**config.mk**
```make
export PLATFORM = sky130hd
export DESIGN_NAME = mem_port_arbiter_flat
export DESIGN_NICKNAME = d
export VERILOG_FILES = /design/src/rtl/mem_port_arbiter_if.sv /design/src/rtl/mem_port_arbiter.sv /design/src/flat_wrapper.sv
export SDC_FILE = /design/constraint.sdc
export NUM_CORES = 1
export LEC_CHECK = 0
export BUFFER_PORTS_ARGS = -buffer_cell sky130_fd_sc_hd__buf_2
export CAP_MARGIN = 15
export CORE_UTILIZATION = 30
export CTS_CLUSTER_DIAMETER = 200
export DETAILED_ROUTE_END_ITERATION = 6
export PLACE_DENSITY = 0.63
export SYNTH_ARGS = -nofsm -noshare
export SYNTH_HDL_FRONTEND = slang
export SYNTH_SLANG_ARGS = --single-unit
```
**constraint.sdc**
```tcl
create_clock -name clk -period 1.7 [get_ports clk]
set_input_delay 0.425 -clock clk [delete_from_list [all_inputs] [get_ports clk]]
set_output_delay 0.425 -clock clk [all_outputs]
set_load 0.02 [all_outputs]
```
**src/rtl/mem_port_arbiter_if.sv**
```systemverilog
// mem_port_arbiter_if: fetch, data and memory port signals shared by the arbiter and its requesters
interface mem_port_arbiter_if #(
  parameter int ADDR_WIDTH = 32,
  parameter int DATA_WIDTH = 32
);
  logic                  if_req;
  logic [ADDR_WIDTH-1:0] if_addr;
  logic                  if_flush;
  logic [DATA_WIDTH-1:0] if_rdata;
  logic                  if_ack;
  logic                  if_stall;
  logic                  d_req;
  logic                  d_we;
  logic [ADDR_WIDTH-1:0] d_addr;
  logic [DATA_WIDTH-1:0] d_wdata;
  logic [DATA_WIDTH-1:0] d_rdata;
  logic                  d_ack;
  logic                  d_stall;
  logic                  mem_cs;
  logic                  mem_we;
  logic [ADDR_WIDTH-1:0] mem_addr;
  logic [DATA_WIDTH-1:0] mem_wdata;
  logic [DATA_WIDTH-1:0] mem_rdata;
  logic                  mem_ready;
  modport slave (
    input  if_req, if_addr, if_flush, d_req, d_we, d_addr, d_wdata, mem_rdata, mem_ready,
    output if_rdata, if_ack, if_stall, d_rdata, d_ack, d_stall, mem_cs, mem_we, mem_addr, mem_wdata
  );
  modport master (
    output if_req, if_addr, if_flush, d_req, d_we, d_addr, d_wdata, mem_rdata, mem_ready,
    input  if_rdata, if_ack, if_stall, d_rdata, d_ack, d_stall, mem_cs, mem_we, mem_addr, mem_wdata
  );
endinterface

```
**src/rtl/mem_port_arbiter.sv**
```systemverilog
// mem_port_arbiter: shares one single-ported memory between instruction fetch and data access
module mem_port_arbiter #(
  parameter int ADDR_WIDTH = 32,
  parameter int DATA_WIDTH = 32
) (
  input logic clk,
  input logic rst_n,
  mem_port_arbiter_if.slave bus
);
  typedef enum logic [1:0] {IDLE, IF_BUSY, D_BUSY} state_t;
  state_t                state_q, state_d;
  logic                  last_d_q, last_d_d;
  logic                  drop_q, drop_d;
  logic                  cs_q, cs_d;
  logic                  we_q, we_d;
  logic [ADDR_WIDTH-1:0] addr_q, addr_d;
  logic [DATA_WIDTH-1:0] wdata_q, wdata_d;
  logic [DATA_WIDTH-1:0] if_rdata_q, if_rdata_d;
  logic [DATA_WIDTH-1:0] d_rdata_q, d_rdata_d;
  logic                  if_ack_q, if_ack_d;
  logic                  d_ack_q, d_ack_d;
  logic                  if_go, grant_d, grant_if, drop_now;
  // a flushed fetch never competes, so a pending data request may take the slot
  assign if_go    = bus.if_req & ~bus.if_flush;
  assign grant_d  = bus.d_req & (~if_go | ~last_d_q);
  assign grant_if = if_go & ~grant_d;
  assign drop_now = drop_q | (state_q == IF_BUSY && bus.if_flush);
  always_comb begin
    state_d    = state_q;
    last_d_d   = last_d_q;
    drop_d     = drop_q;
    cs_d       = cs_q;
    we_d       = we_q;
    addr_d     = addr_q;
    wdata_d    = wdata_q;
    if_rdata_d = if_rdata_q;
    d_rdata_d  = d_rdata_q;
    if_ack_d   = 1'b0;
    d_ack_d    = 1'b0;
    if (state_q == IDLE) begin
      if (grant_d) begin
        state_d  = D_BUSY;
        last_d_d = 1'b1;
        cs_d     = 1'b1;
        we_d     = bus.d_we;
        addr_d   = bus.d_addr;
        wdata_d  = bus.d_wdata;
      end else if (grant_if) begin
        state_d  = IF_BUSY;
        last_d_d = 1'b0;
        cs_d     = 1'b1;
        we_d     = 1'b0;
        addr_d   = bus.if_addr;
      end
    end else begin
      drop_d = drop_now;
      if (bus.mem_ready) begin
        state_d = IDLE;
        cs_d    = 1'b0;
        we_d    = 1'b0;
        drop_d  = 1'b0;
        if (state_q == D_BUSY) begin
          d_ack_d   = 1'b1;
          d_rdata_d = we_q ? d_rdata_q : bus.mem_rdata;
        end else if (!drop_now) begin
          if_ack_d   = 1'b1;
          if_rdata_d = bus.mem_rdata;
        end
      end
    end
  end
  always_ff @(posedge clk or negedge rst_n) begin
    if (!rst_n) begin
      state_q    <= IDLE;
      last_d_q   <= 1'b0;
      drop_q     <= 1'b0;
      cs_q       <= 1'b0;
      we_q       <= 1'b0;
      addr_q     <= '0;
      wdata_q    <= '0;
      if_rdata_q <= '0;
      d_rdata_q  <= '0;
      if_ack_q   <= 1'b0;
      d_ack_q    <= 1'b0;
    end else begin
      state_q    <= state_d;
      last_d_q   <= last_d_d;
      drop_q     <= drop_d;
      cs_q       <= cs_d;
      we_q       <= we_d;
      addr_q     <= addr_d;
      wdata_q    <= wdata_d;
      if_rdata_q <= if_rdata_d;
      d_rdata_q  <= d_rdata_d;
      if_ack_q   <= if_ack_d;
      d_ack_q    <= d_ack_d;
    end
  end
  assign bus.mem_cs    = cs_q;
  assign bus.mem_we    = we_q;
  assign bus.mem_addr  = addr_q;
  assign bus.mem_wdata = wdata_q;
  assign bus.if_rdata  = if_rdata_q;
  assign bus.d_rdata   = d_rdata_q;
  assign bus.if_ack    = if_ack_q;
  assign bus.d_ack     = d_ack_q;
  assign bus.if_stall  = bus.if_req & ~if_ack_q;
  assign bus.d_stall   = bus.d_req & ~d_ack_q;
endmodule
```
**src/flat_wrapper.sv**
```systemverilog
// flat-port wrapper written by rule: the top's interface ports become plain ports
module mem_port_arbiter_flat 
#(
  parameter int ADDR_WIDTH = 32,
  parameter int DATA_WIDTH = 32
)
  (clk, rst_n, bus_if_req, bus_if_addr, bus_if_flush, bus_d_req, bus_d_we, bus_d_addr, bus_d_wdata, bus_mem_rdata, bus_mem_ready, bus_if_rdata, bus_if_ack, bus_if_stall, bus_d_rdata, bus_d_ack, bus_d_stall, bus_mem_cs, bus_mem_we, bus_mem_addr, bus_mem_wdata);
  mem_port_arbiter_if #(.ADDR_WIDTH(ADDR_WIDTH), .DATA_WIDTH(DATA_WIDTH)) bus_i ();
  input logic clk;
  input logic rst_n;
  input wire logic [$bits(bus_i.if_req)-1:0] bus_if_req;
  input wire logic [$bits(bus_i.if_addr)-1:0] bus_if_addr;
  input wire logic [$bits(bus_i.if_flush)-1:0] bus_if_flush;
  input wire logic [$bits(bus_i.d_req)-1:0] bus_d_req;
  input wire logic [$bits(bus_i.d_we)-1:0] bus_d_we;
  input wire logic [$bits(bus_i.d_addr)-1:0] bus_d_addr;
  input wire logic [$bits(bus_i.d_wdata)-1:0] bus_d_wdata;
  input wire logic [$bits(bus_i.mem_rdata)-1:0] bus_mem_rdata;
  input wire logic [$bits(bus_i.mem_ready)-1:0] bus_mem_ready;
  output wire logic [$bits(bus_i.if_rdata)-1:0] bus_if_rdata;
  output wire logic [$bits(bus_i.if_ack)-1:0] bus_if_ack;
  output wire logic [$bits(bus_i.if_stall)-1:0] bus_if_stall;
  output wire logic [$bits(bus_i.d_rdata)-1:0] bus_d_rdata;
  output wire logic [$bits(bus_i.d_ack)-1:0] bus_d_ack;
  output wire logic [$bits(bus_i.d_stall)-1:0] bus_d_stall;
  output wire logic [$bits(bus_i.mem_cs)-1:0] bus_mem_cs;
  output wire logic [$bits(bus_i.mem_we)-1:0] bus_mem_we;
  output wire logic [$bits(bus_i.mem_addr)-1:0] bus_mem_addr;
  output wire logic [$bits(bus_i.mem_wdata)-1:0] bus_mem_wdata;
  assign bus_i.if_req = bus_if_req;
  assign bus_i.if_addr = bus_if_addr;
  assign bus_i.if_flush = bus_if_flush;
  assign bus_i.d_req = bus_d_req;
  assign bus_i.d_we = bus_d_we;
  assign bus_i.d_addr = bus_d_addr;
  assign bus_i.d_wdata = bus_d_wdata;
  assign bus_i.mem_rdata = bus_mem_rdata;
  assign bus_i.mem_ready = bus_mem_ready;
  assign bus_if_rdata = bus_i.if_rdata;
  assign bus_if_ack = bus_i.if_ack;
  assign bus_if_stall = bus_i.if_stall;
  assign bus_d_rdata = bus_i.d_rdata;
  assign bus_d_ack = bus_i.d_ack;
  assign bus_d_stall = bus_i.d_stall;
  assign bus_mem_cs = bus_i.mem_cs;
  assign bus_mem_we = bus_i.mem_we;
  assign bus_mem_addr = bus_i.mem_addr;
  assign bus_mem_wdata = bus_i.mem_wdata;
  mem_port_arbiter #(.ADDR_WIDTH(ADDR_WIDTH), .DATA_WIDTH(DATA_WIDTH)) u_core (.clk(clk), .rst_n(rst_n), .bus(bus_i));
endmodule
```
---- Word level (Yosys, flattened, before mapping) ----
Cells that the tools add are included.
word-level totals
  bits in registers ....................... 136
  input bits .............................. 135
  output and inout port bits .............. 134
cells by class
  equal/unequal tests ..................... 3
  muxes and demuxes ....................... 22
  bitwise logic cells ..................... 17
  reduce and logical (&&, ||, !) cells .... 9
operators by type and width
  kind                  number
  $mux W32              2
  $mux W1               16
  $not A1 Y1            10
  $mux W2               4
  $reduce_and A4 Y1     2
  $reduce_and A2 Y1     3
  $and A1 B1 Y1         5
  $reduce_bool A2 Y1    2
  $ne A3 B1 Y1 const B  1
  $eq A2 B1 Y1 const B  1
  $eq A2 B2 Y1 const B  1
  $logic_not A2 Y1      1
  $or A1 B1 Y1          2
  $logic_and A1 B1 Y1   1

---- Longest topological paths before layout ----
Gate-level depths: netlist (run 1).
  depth in word-level cells ............... 10
  mapped depth ............................ 6
  depth with buffers taken out ............ 3

---- Worst setup path after synthesis (run 1) ----
Ideal clock, no wire load.
  path kind ............................... reg-to-reg
  from .................................... register u_core.state_q[0]
  to ...................................... register u_core.if_rdata_q[19], in the netlist u_core.bus.if_rdata[19]
  setup time .............................. 0.125 ns
  arrival time ............................ 1.404 ns
  data required time ...................... 1.575 ns
  slack ................................... 0.171 ns
  stages on the path, launching flop included .. 6
  period minus slack after synthesis ...... 1.529 ns
  path through ............................ dfrtp_1 -> buf_2 -> nand2_1 -> a211oi_4 -> buf_6 -> mux2_2
on the way
  longest elaborated chain between the ends .. 5
  elaborated cells on any way between the ends .. 9
RTL lines
  what                             line                    RTL
  start: declaration               mem_port_arbiter.sv:11  state_t state_q, state_d;
  start signal: assignment         mem_port_arbiter.sv:86  state_q <= state_d;
  $eq A2 B1 Y1                     mem_port_arbiter.sv:27  assign drop_now = drop_q | (state_q == IF_BUSY && bus.if_flush);
  $logic_and A1 B1 Y1              mem_port_arbiter.sv:27
  $or A1 B1 Y1                     mem_port_arbiter.sv:27
  $not A1 Y1 (no line)             --
  $reduce_and A4 Y1 (no line) (*)  --
  end signal: assignment           mem_port_arbiter.sv:93  if_rdata_q <= if_rdata_d;
  end: declaration                 mem_port_arbiter.sv:18  logic [DATA_WIDTH-1:0] if_rdata_q, if_rdata_d;
Mark *: on every way between the ends. The rest lies on a longest branch, timed or not.
A chain may end at the register's enable or synchronous reset.

---- Worst setup path in the final report (run 1) ----
  from .................................... register u_core.state_q[1]
  to ...................................... register u_core.if_rdata_q[14], in the netlist u_core.bus.if_rdata[14]
Same word-level chain as after synthesis.

==> results of run 1 <==
[timing repair]
item,4_1_cts,5_1_grt
hold endpoints to repair,37,0
setup endpoints to repair,0,0
hold buffers,1,0
resized for setup,0,0
[Yosys cell counts, types with 2 or more instances]
master	number
mux2_1	3
o21ai_0	3
nand4b_1	32
o221a_2	31
buf_2	11
nor2b_1	3
clkbuf_1	10
dfrtp_1	136
buf_6	8
inv_1	4
mux2_2	93
nand2_1	2
[registers in the layout (all words and copies together), names as in the netlist]
name	count
u_core.bus.d_ack	1
u_core.bus.d_rdata	32
u_core.bus.if_ack	1
u_core.bus.if_rdata	32
u_core.bus.mem_addr	32
u_core.bus.mem_cs	1
u_core.bus.mem_wdata	32
u_core.bus.mem_we	1
u_core.drop_q	1
u_core.last_d_q	1
u_core.state_q	2
[worst min path at each step]
stage,endpoint,cells past startpoint,start,slack (ns)
2_1_floorplan,u_core.bus.d_ack,0,rst_n,0.13
3_3_place_gp,u_core.bus.mem_addr[10],1,rst_n,0.38
3_5_place_dp,u_core.bus.mem_addr[10],1,rst_n,0.39
4_1_cts,u_core.bus.d_rdata[3],2,bus_mem_rdata[3],0.22
5_1_grt,u_core.bus.mem_wdata[23],2,bus_d_wdata[23],0.22
6_report,u_core.bus.d_rdata[3],2,bus_mem_rdata[3],0.24
[metal layers]
layer	vias up	part of all wire [%]	global-route usage, %
li1	1887	-	-
met2	163	53	27.3
met1	2065	39	17.1
met5	-	0	0
met3	14	7.3	5.56
met4	0	1.5	5.19
[layout by cell type, fill, tap and decap left out, types with 2 or more instances in the layout]
cell type	count
buf_12	7
buf_2	267
buf_4	10
bufinv_16	3
clkbuf_16	17
clkbuf_8	3
clkinv_2	2
clkinv_4	3
dfrtp_1	136
inv_1	4
inv_6	4
mux2_1	3
mux2_2	93
nand2_1	2
nand4b_1	32
nor2b_1	2
o21ai_0	3
o221a_2	31
[area by class of cell]
type | instances | share of cell area (%)
sequential | 136 | 43.5
multi-input combinational | 185 | 24.4
timing repair buffer | 286 | 20.1
clock buffer | 20 | 5.97
tap | 229 | 3.66
clock inverter | 12 | 2.06
inverter | 5 | 0.240
[report_power, final]
| part | internal, mW | total [mW] | leakage, nW | switching (mW) |
|---|---|---|---|---|
| Combinational | 2.80 | 6.65 | 1.77 | 3.85 |
| Clock | 2.45 | 3.85 | 0.312 | 1.41 |
| Sequential | 4.83 | 5.66 | 1.59 | 0.831 |
[stage by stage]
stage               instances  instance area, µm²  setup slack, ns
finish                    873                7820            0.110
global route              873                7820           0.0356
CTS                       873                7820           0.0956
detailed placement        840                7180           0.0778
global placement          840                7180            0.107
floorplan                 355                5510            0.171
[cells by family after synthesis]
kind of cell | count (synthesis) | share of synthesized area [%]
simple gates | 46 | 6.92
compound gates | 43 | 8.10
buf+inv | 34 | 3.65
flops | 136 | 61.7
mux | 96 | 19.6
[worst register-to-register path: cells and delay by family, from the launching register on]
kind / cells / cell delay, ns
DFF: 1 / 0.48
buffers and inverters: 2 / 0.34
AOI/OAI and AO/OA: 1 / 0.27
muxes: 1 / 0.39
==> run_results.csv, run 1 <==
group,metric,value,unit
run_status,outcome,"complete, no violations",
yosys,async_flop_share,100,%
setup_path,critPathArrivalTime,1.88,ns
yosys,synth-seq-cells,136,
layout,multi_input_area,1910,µm²
power,leakage,3.68,nW
cts,clockBufferDepth,2,
placed_design,dp_hpwl,10800,µm
global_route,grtUsageTotal,15.5,%
cts,cts_made_buffers,17,
cts,clock_sinks,136,
sta,finalHoldViolations,0,
yosys,syn_nets,490,
yosys,yosys-top-cells-area,"dfrtp_1 62%, mux2_2 19%, o221a_2 6.3%",
yosys,syn_inst,355,
yosys,netlist.area_leader.share,61.7,%
die,dieHeight,138,µm
setup_path,path_cells,"inv_2, a211oi_4, buf_12, mux2_2",
sta,max_freq,629,MHz
power,power_density,2070,nW/µm²
setup_path,endpoint_kind,"flip-flop",
cts,root_buffer,"clkbuf_16",
setup_path,cp-endpoint,"u_core.bus.if_rdata[14]",
sta,period_share,93.5,%
yosys,syn_area,5510,µm²
setup_path,slowest_delay,0.48,ns
power,vdd_drop_max,1.16,mV
layout,area.sequential,3400,µm²
sta,rsz0062_at_grt,"false",
global_route,grt_overflow,0,
yosys,synth-edff-count,0,
yosys,yosys_most_used_dff,"dfrtp_1",
sta,min_period,1.59,ns
route,detail-route-antenna-nets,0,
layout,nNetsFinal,766,
placed_design,port_buffers,268,
sta,worstMarginPinSlew,0.418,ns
layout,diodes,0,
layout,syn_to_final_growth,41.8,%
setup_path,reg2reg_depth,4,
route,routed_wl,14600,µm
route,first_pass_iters,4,
die,dieArea,18900,µm²
cts,clk_latency,0.41,ns
yosys,synth.distinct_cells,31,
setup_path,reg2reg_to,"u_core.bus.if_rdata[14]",
cts,h-tree-depth,4,
route,vias,4129,
cts,cts_setup_buffers,0,
setup_path,r2r_slack,0.11,ns
setup_path,critPathLaunchType,"flip-flop",
route,drtIter0Drc,162,
sta,hold_ws,0.244,ns
setup_path,crit_start,"u_core.state_q[1]",
sta,setup_viol,0,
power,power,16.2,mW
setup_path,worstPathRequired,1.99,ns
layout,fill_cells,1668,
setup_path,worst-path-buf-inv,2,
yosys,seq_area_frac_synth,61.7,%
setup_path,cp_num_cells,4,
layout,utilization,43.5,%
placed_design,gp_congestion,0.726,
layout,layout-drive-gt1-share,69.6,%
setup_path,timing.rr.start,"u_core.state_q[1]",
route,drc,0,
global_route,grt_pass1_wl,22000,µm
route,wire_per_inst,16.7,µm
setup_path,path_delay_family,"flip-flops",
route,via_per_inst,4.73,
global_route,grt_max_degree,46,
die,io_pins,269,
global_route,grt_pass1_vias,4323,
sta,setup_tns,0,ns
cts,cts_tree,"built",
sta,slew_violations,0,
global_route,antenna_found_initial,0,
setup_path,path_class,"reg2reg",
yosys,yosysTopAreaCell,"dfrtp_1",
die,start_util,30.7,%
die,die_w,138,µm
run,drv_cap,0,
setup_path,cp_max_fo,32,
worst_hold_path,min-delay-path-class,"in2reg",
die,fp-row-count,49,
yosys,yosysWarnings,0,
sta,max_slew_margin,72.2,%
cts,clk_pin_slew,0.06,ns
setup_path,critPathSlowestCell,"dfrtp_1",
die,core_area,18000,µm²
yosys,syn_area_per_cell,15.5,µm²
sta,fin_skew,0.0101,ns
No activity file was read; power rests on OpenSTA's default activity.
==> run 2, diff against run 1 <==
--- a/config.mk
+++ b/config.mk
@@ -7,10 +7,10 @@
 export LEC_CHECK = 0
 export BUFFER_PORTS_ARGS = -buffer_cell sky130_fd_sc_hd__buf_2
 export CAP_MARGIN = 15
-export CORE_UTILIZATION = 30
+export CORE_UTILIZATION = 46
 export CTS_CLUSTER_DIAMETER = 200
 export DETAILED_ROUTE_END_ITERATION = 6
-export PLACE_DENSITY = 0.63
+export PLACE_DENSITY = 0.87
 export SYNTH_ARGS = -nofsm -noshare
 export SYNTH_HDL_FRONTEND = slang
 export SYNTH_SLANG_ARGS = --single-unit
==> constraint.sdc (replaced) <==
create_clock -name clk -period 1.6 [get_ports clk]
set_input_delay 0.4 -clock clk [delete_from_list [all_inputs] [get_ports clk]]
set_output_delay 0.4 -clock clk [all_outputs]
set_load 0.02 [all_outputs]
==> run_results.csv, run 2 (synthesized netlist as in run 1, its figures left out) <==
group,metric,value,unit
die,dieArea,12400,µm²
cts,root_buffer,"clkbuf_16",
route,wire_per_inst,18.6,µm
setup_path,crit_start,"u_core.state_q[0]",
setup_path,endpoint_kind,"flip-flop",
sta,fin_skew,0.00838,ns
run,drv_cap,0,
route,routed_wl,14600,µm
worst_hold_path,min-delay-path-class,"in2reg",
run_status,outcome,"finished, violations left",
layout,layout_common_cells,"267 x buf_2, 134 x dfrtp_1, 93 x mux2_2",
global_route,grt_pass1_wl,23200,µm
placed_design,gp_congestion,0.792,
setup_path,slowest_delay,0.46,ns
run_status,violations,"DRC",
placed_design,port_buffers,268,
die,die_w,111,µm
global_route,grt_pass1_vias,4495,
setup_path,worstPathRequired,1.89,ns
cts,clockBufferDepth,2,
layout,layout-drive-gt1-share,69.5,%
global_route,use_met2,42.1,%
sta,setup_tns,0,ns
die,start_util,47.7,%
power,vdd_drop_max,1.26,mV
sta,finalHoldViolations,0,
route,drtIter0Drc,372,
sta,period_share,97.3,%
die,core_area,11600,µm²
sta,max_freq,643,MHz
global_route,grt_max_degree,48,
power,p_sw_share,37.0,%
layout,fill_cells,836,
cts,clk_pin_slew,0.06,ns
setup_path,cp_num_cells,5,
power,power_frac_comb,40.9,%
die,io_pins,269,
layout,diodes,0,
die,fp-row-count,39,
worst_hold_path,min_from,"bus_d_wdata[1]",
sta,worstMarginPinSlew,0.431,ns
global_route,grt_overflow,0,
cts,cts_tree,"built",
global_route,busiest_layer,"met2",
worst_hold_path,hold_depth,2,
sta,max_slew_margin,71.2,%
cts,cts_made_buffers,17,
route,first_pass_iters,7,
route,vias,4202,
setup_path,path_class,"reg2reg",
power,p_sw,6.41,mW
global_route,grtUsageTotal,24.3,%
setup_path,path_cells,"nand2_1, a211oi_4, buf_4, buf_6, mux2_2",
cts,clk_latency,0.41,ns
power,internal-power,10.9,mW
sta,setup_viol,0,
layout,final_cells,788,
sta,min_period,1.56,ns
layout,nNetsFinal,769,
setup_path,path_delay_family,"flip-flops",
layout,final_common_cell,"buf_2",
setup_path,critPathLaunchType,"flip-flop",
route,via_per_inst,5.33,
setup_path,reg2reg_depth,5,
cts,clock_sinks,136,
layout,syn_to_final_growth,40.9,%
sta,slew_violations,0,
power,clockPowerShare,24.0,%
global_route,grt_util_met1,28.3,%
power,leakage,3.70,nW
placed_design,placed_cells,754,
global_route,use_met3,6.80,%
setup_path,critPathArrivalTime,1.84,ns
global_route,antenna_found_initial,0,
power,power_density,2230,nW/µm²
setup_path,worst-path-buf-inv,2,
cts,h-tree-depth,4,
setup_path,cp_max_fo,11,
layout,utilization,67.2,%
die,dieHeight,111,µm
power,p_seq_share,35.2,%
setup_path,critPathSlowestCell,"dfrtp_2",
route,drc,18,
route,detail-route-antenna-nets,0,
setup_path,timing.rr.start,"u_core.state_q[0]",
placed_design,dp_hpwl,10400,µm
==> run 2: power groups by stage <==
stage | Combinational [mW] | Clock (mW) | Sequential, mW
floorplan | 2.42 | 0 | 8.06
global placement | 6.87 | 0 | 5.97
detailed placement | 7.08 | 0 | 6.12
CTS | 7.12 | 4.25 | 6.09
global route | 7.50 | 4.40 | 6.29
finish | 7.08 | 4.15 | 6.09
==> run 2: layout make-up <==
| cell class | count | area (µm²) | area share, % |
|---|---|---|---|
| sequential | 136 | 3410 | 43.8 |
| multi-input combinational | 185 | 1910 | 24.6 |
| timing repair buffer | 289 | 1630 | 21.0 |
| clock buffer | 21 | 450 | 5.80 |
| tap | 143 | 179 | 2.30 |
| clock inverter | 9 | 174 | 2.24 |
| inverter | 5 | 18.8 | 0.242 |
==> run 2: repair_timing <==
action / CTS / global route
hold endpoints to repair: 39 / 0
resized for setup: 1 / 2
buffers inserted: 0 / 2
cloned: 0 / 1
setup endpoints to repair: 32 / 33
hold buffers: 1 / 0
==> run 2: per-layer routing <==
metal / part of all wire [%] / wire, µm
met4: 1.8 / 264
met1: 40 / 5810
met3: 6.4 / 933
met5: 0 / 0
met2: 52 / 7610
==> run 2: metrics by stage <==
stage / area (µm²) / worst slack (ns) / total power [mW] / hold WS [ns]
CTS: 7720 / 0.0139 / 17.5 / 0.192
global route: 7770 / -0.0130 / 18.2 / 0.197
global placement: 7090 / -0.0330 / 12.8 / 0.352
finish: 7770 / 0.0437 / 17.3 / 0.218
floorplan: 5510 / 0.0710 / 10.5 / 0.104
detailed placement: 7090 / -0.0611 / 13.2 / 0.354
==> run 2: final timing paths <==
kind / to / slack (ns)
worst max-delay path: u_core.bus.if_rdata[13] / 0.04
worst min-delay path: u_core.bus.mem_wdata[1] / 0.22
worst max register to register: u_core.bus.if_rdata[13] / 0.04
worst min register to register: u_core.bus.d_rdata[28] / 0.48
max in group asynchronous: u_core.bus.mem_addr[5] / 0.53
min in group asynchronous: u_core.bus.d_rdata[21] / 0.51
